===== config.mk =====
export PLATFORM = sky130hd
export DESIGN_NAME = stream_demux_5
export DESIGN_NICKNAME = d
export VERILOG_FILES = /design/src/rtl/stream_pkg.sv /design/src/rtl/stream_demux_5_sat_counter.sv /design/src/rtl/stream_demux_5.sv
export SDC_FILE = /design/constraint.sdc
export NUM_CORES = 1
export LEC_CHECK = 0
export ABC_AREA = 1
export CELL_PAD_IN_SITES_DETAIL_PLACEMENT = 1
export CELL_PAD_IN_SITES_GLOBAL_PLACEMENT = 1
export CORE_MARGIN = 2
export CORE_UTILIZATION = 28
export CTS_CLUSTER_SIZE = 10
export DETAILED_ROUTE_END_ITERATION = 8
export PLACE_DENSITY_LB_ADDON = 0.1
export SLEW_MARGIN = 20
export SYNTH_ARGS = -nofsm -noshare
export SYNTH_HDL_FRONTEND = slang
export SYNTH_SLANG_ARGS = --single-unit

===== constraint.sdc =====
create_clock -name clk -period 2.2 [get_ports clk]
set_clock_uncertainty 0.15 [all_clocks]
set_input_delay 0.55 -clock clk [delete_from_list [all_inputs] [get_ports clk]]
set_output_delay 0.55 -clock clk [all_outputs]
set_load 0.03 [all_outputs]

===== src/rtl/stream_pkg.sv =====
// Shared definitions for the stream demultiplexer.
// Contents: output count, select width, default payload width,
//           held-slot struct and the select range check.
package stream_pkg;

    localparam int unsigned NUM_OUT = 5;
    localparam int unsigned SEL_W   = 3;
    localparam int unsigned DATA_W  = 32;

    // Contents of the single holding slot.
    typedef struct packed {
        logic              valid;
        logic [SEL_W-1:0]  sel;
        logic [DATA_W-1:0] data;
    } slot_t;

    // A select addresses a real output only when it is below NUM_OUT.
    function automatic logic is_valid_sel(input logic [SEL_W-1:0] sel);
        return sel < SEL_W'(NUM_OUT);
    endfunction

endpackage


===== src/rtl/stream_demux_5_sat_counter.sv =====
// Saturating up-counter with synchronous clear.
// Ports: clk, clr (sync clear, wins over inc), inc (count one),
//        cnt (current value, sticks at all-ones).
module sat_counter #(
    parameter int unsigned CNT_WIDTH = 16
) (
    input  logic                 clk,
    input  logic                 clr,
    input  logic                 inc,
    output logic [CNT_WIDTH-1:0] cnt
);

    always_ff @(posedge clk) begin
        if (clr) begin
            cnt <= '0;
        end else if (inc && (cnt != '1)) begin
            cnt <= cnt + CNT_WIDTH'(1);
        end
    end

endmodule


===== src/rtl/stream_demux_5.sv =====
// One-stage valid/ready demultiplexer: routes each input beat to one of five
// outputs chosen by the 3-bit select travelling with the beat.
// Ports:
//   clk, rst              clock, synchronous active-high reset
//   in_valid/in_ready     input handshake (in_ready is combinational)
//   in_data, in_sel       beat payload and destination (0..4 valid, 5..7 dropped)
//   out_valid[4:0]        one-hot valid for the held beat
//   out_ready[4:0]        per-consumer ready; only the selected bit matters
//   out_data              shared payload of the held beat
//   drop_err              one-cycle pulse after an invalid-select beat is discarded
// Option STREAM_DEMUX_STATS_EN adds xfer_cnt (per-output drained beats) and
// drop_cnt (discarded beats), both saturating, cleared by rst.
module stream_demux_5
    import stream_pkg::*;
#(
    parameter int unsigned DATA_WIDTH = DATA_W
`ifdef STREAM_DEMUX_STATS_EN
    ,parameter int unsigned CNT_WIDTH = 16
`endif
) (
    input  logic                  clk,
    input  logic                  rst,
    input  logic                  in_valid,
    output logic                  in_ready,
    input  logic [DATA_WIDTH-1:0] in_data,
    input  logic [SEL_W-1:0]      in_sel,
    output logic [NUM_OUT-1:0]    out_valid,
    input  logic [NUM_OUT-1:0]    out_ready,
    output logic [DATA_WIDTH-1:0] out_data,
    output logic                  drop_err
`ifdef STREAM_DEMUX_STATS_EN
    ,output logic [NUM_OUT*CNT_WIDTH-1:0] xfer_cnt,
    output logic [CNT_WIDTH-1:0]          drop_cnt
`endif
);

    logic                  hold_v;
    logic [SEL_W-1:0]      hold_sel;
    logic [DATA_WIDTH-1:0] hold_data;

    logic drain;
    logic accept;
    logic sel_ok;

    // Only the consumer addressed by the held beat can release the slot.
    assign drain    = hold_v & out_ready[hold_sel];
    assign in_ready = ~hold_v | drain;
    assign accept   = in_valid & in_ready;
    assign sel_ok   = is_valid_sel(in_sel);

    assign out_valid = hold_v ? (NUM_OUT'(1) << hold_sel) : '0;
    assign out_data  = hold_data;

    // Slot update: a valid-select accept reloads, otherwise a drain empties.
    always_ff @(posedge clk) begin
        if (rst) begin
            hold_v    <= 1'b0;
            hold_sel  <= '0;
            hold_data <= '0;
            drop_err  <= 1'b0;
        end else begin
            drop_err <= accept & ~sel_ok;
            if (accept && sel_ok) begin
                hold_v    <= 1'b1;
                hold_sel  <= in_sel;
                hold_data <= in_data;
            end else if (drain) begin
                hold_v <= 1'b0;
            end
        end
    end

`ifdef STREAM_DEMUX_STATS_EN
    // Per-output drained-beat counters.
    for (genvar k = 0; k < NUM_OUT; k++) begin : g_xfer
        sat_counter #(
            .CNT_WIDTH (CNT_WIDTH)
        ) u_xfer_cnt (
            .clk (clk),
            .clr (rst),
            .inc (drain && (hold_sel == SEL_W'(k))),
            .cnt (xfer_cnt[k*CNT_WIDTH +: CNT_WIDTH])
        );
    end

    // Discarded invalid-select beats.
    sat_counter #(
        .CNT_WIDTH (CNT_WIDTH)
    ) u_drop_cnt (
        .clk (clk),
        .clr (rst),
        .inc (accept & ~sel_ok),
        .cnt (drop_cnt)
    );
`endif

endmodule


After elaboration in Yosys (flattened, before gate mapping)
Cells that the tools add are included.

storage, ports and cells
  flip-flop bits (word level) = 37
  bits in latches = 0
  bits in writable memories = 0
  ROM bits = 0
  input port bits = 43
  output and inout bits = 39
  word-level logic and storage cells = 20
  memories = 0

cells by class
  $add $sub $neg = 0
  $mul = 0
  div/mod/pow operators = 0
  magnitude comparators = 2
  eq/ne operators = 0
  shift operators = 1
  multiplexer cells = 5
  bitwise operators = 6
  reductions and logical operators = 2

operators with widths
  operator                                            number
  two-way mux 5 bit                                   1
  << shifter 1 x 3 -> 5 bit, first input constant     1
  < comparator 3 x 4 -> 1 bit, second input constant  1
  bitwise AND 1 bit                                   3
  binary-select mux 1 bit (select 3 bit)              1
  < comparator 3 bit, second input constant           1
  two-way mux 1 bit                                   3
  NOT 1 bit                                           2
  nonzero test 2 bit                                  1
  logical AND 1 bit                                   1
  bitwise OR 1 bit                                    1

Longest topological paths before layout
  depth in word-level cells = 7
  depth in mapped cells = 12

Worst setup path before layout
No wires, ideal clock.

  kind = flip-flop to output port
  start = register hold_sel[0]
  end = output out_valid[4]
  data arrival time = 1349 ps
  slack = 151 ps
  stages on the path, launching flop included = 2
  cell sequence = dfxtp_1 > nor4_1

on the way
  cells in the longest elaborated chain, start to end = 2

ends and longest elaborated chain
  element                    line                  text
  start: declaration         stream_demux_5.sv:38  logic [SEL_W-1:0] hold_sel;
  start signal: assignment   stream_demux_5.sv:65  hold_sel <= in_sel;
  << shifter 1 x 3 -> 5 bit  stream_demux_5.sv:51  assign out_valid = hold_v ? (NUM_OUT'(1) << hold_sel) : '0;
  two-way mux 5 bit          stream_demux_5.sv:51
  end: declaration           stream_demux_5.sv:27  output logic [NUM_OUT-1:0] out_valid,

No other way between the ends.

Worst setup path in the final report
  start = register hold_sel[2]
  end = output out_valid[0]

The elaborated chain is that of the path after synthesis.

==> metrics.txt <==
Tcrit/Tclk final 99.4%; Final Wtd Congestion 0.702; area growth from synthesis to layout 63.8%; WS Path Type reg -> out; post-synthesis sequential area ratio 45.8%; DP Area 2530 um^2; maxcap violations 0; placed wire-length estimate 3140 um; iteration-0 DRC count of the detailed router 59; grt total ovfl 0; Clock transition at path regs 0.07 ns; hold_sp out_data[27]; Yosys top cell by area dfxtp_1; initial core utilization 29.2%; static leakage 0.00133 uW; dpl cells 402; outcome completed; nets@finish 381; Clock Sinks 37; CTS tree built; Final WS setup 0.0131 ns; Critical Path AT 1.49 ns; global-route wire length before repair 7110 um; Synth top cells by count nand2_1 (83), nor2_1 (71), dfxtp_1 (37), inv_1 (37); DP Worst Slack -0.0316 ns; crit path max fanout 5; maximum vdd drop 0.000368 V; Longest Clk Path Bufs 2; share of layout cells above drive strength 1 6.49%; Mapped Area 1620 um^2; Tmin final 2.19 ns; share of the synthesized area in the top cell type 45.8%; Final Slew Violations 0; Fmax achieved 0.457 GHz; TritonCTS Buffers 5; Critical Path Sink Type output port; Die Y 80.0 um; Non-Filler Instances 411; # diodes 0; Data required, critical path 1.50 ns; Cells after Synth 251; # DRC 0; WL/cell 10.8 um; Die W 80.0 um; root buf cell clkbuf_8; clock latency on the worst-skew pair 0.29 ns; initial antenna violation count 0; Area contributors post-synth dfxtp_1 (46%), nand2_1 (19%), nor2_1 (16%), inv_1 (8.6%), buf_6 (2.8%); Setup crit start kind flop; DRT antenna net count 0; Placement Rows 27; worst slew pin tran 0.338 ns; pwr/cell area 684 nW/um^2; top-level I/O count 82; Post-synth EDFFs 0; largest net degree at the start of global routing 39; asr flop ratio synth 0%; Worst R2R Path Depth 13; First-pass DRT Iterations 4; Avg Inst Size Synth 6.45 um^2; WL final 4450 um; I/O Buffers 81; die area 6400 um^2; ys flop type dfxtp_1; count leader, synth nand2_1; unique cell type count in the Yosys netlist 15; Overall Global Routing Usage 14.2%; YS warnings 0; vias post-DR 1,682; syn_nets 294; final hold vios 0; Core Footprint 5540 um^2; reg2reg start hold_sel[1]; CP startpoint hold_sel[2]; final setup vio count 0; hold depth 4; max_slew headroom 77.4%; Final Cell Area 2650 um^2; H-tree depth 2; Vias/cell 4.09; #FFs+latches synth 37; final core utilization 47.8%; number of global-route vias before repair 1,556; Hold WC Path Type reg -> reg
[final cells by class]
type / instances / area (um^2)
well taps: 72 / 90.1
multi-input cells: 165 / 648
clock inverters: 1 / 5.00
inverters: 39 / 146
flip-flops and latches: 37 / 741
clock buffers: 7 / 96.3
repair buffers: 90 / 923
fillers: 735 / 2890
[flip-flops by register name, summed over array words and instances, names as in the netlist]
register	count
drop_err	1
hold_sel	3
hold_v	1
out_data	32
[where the power goes]
part           total [uW]  internal, uW  switching, uW
Sequential            760           729           31.1
Clock                 532           283            248
Combinational         521           239            282
Total                1810          1250            562
[placed cells by master (no fill, tap or decap), drive strengths merged]
cell / n
nand3: 3
nor3: 4
clkinv: 1
clkbuf: 7
inv: 39
dfxtp: 37
nand2: 84
nor4: 1
dlymetal6s2s: 4
o21ai: 2
dlygate4sd2: 3
clkdlybuf4s15: 3
nor2: 71
clkdlybuf4s50: 70
buf: 10
[kinds of logic after synthesis]
group	after synthesis	share of synthesized area (%)
and+or+nand+nor	163	39.4
buffers and inverters	49	14.2
DFF	37	45.8
AOI/OAI and AO/OA	2	0.618
[critical path: stages, from the launching register on]
cell	delay (ns)
dfxtp_1	0.30
inv_1	0.13
nand2_1	0.13
nor3_1	0.20
clkdlybuf4s15_1	0.43
[path summary, 6_finish.rpt]
check	to	slack, ns
worst min-delay path	out_data[27]	0.36
worst max-delay path	out_valid[0]	0.01
worst max register to register	out_data[24]	0.27
worst min register to register	out_data[27]	0.36
[per-layer routing]
metal / up-vias / global-route usage (%) / part of all wire [%]
li1: 894 / - / -
met1: 737 / 17.9 / 46
met2: 46 / 22.4 / 45
met3: 5 / 4.07 / 7.1
met4: 0 / 6.10 / 1.1
met5: - / 0 / 0
[stage by stage]
stage                     total power (uW)  TNS, ns  hold WS, ns
final                                 1810        0        0.364
after global routing                  1920  -0.0978        0.394
after detailed placement              1300   -0.280        0.358
after global placement                1290  -0.0114        0.348
after floorplan                       1060        0        0.393
after CTS                             1850        0        0.369
[what timing repair did]
action	in CTS	in global routing
endpoints found under the setup margin	6	5
hold buffers	0	0
gates resized for setup	7	7
endpoints found under the hold margin	0	0
pin swaps	1	6
buffers inserted	1	0
Power figures use the tool's default switching activity.
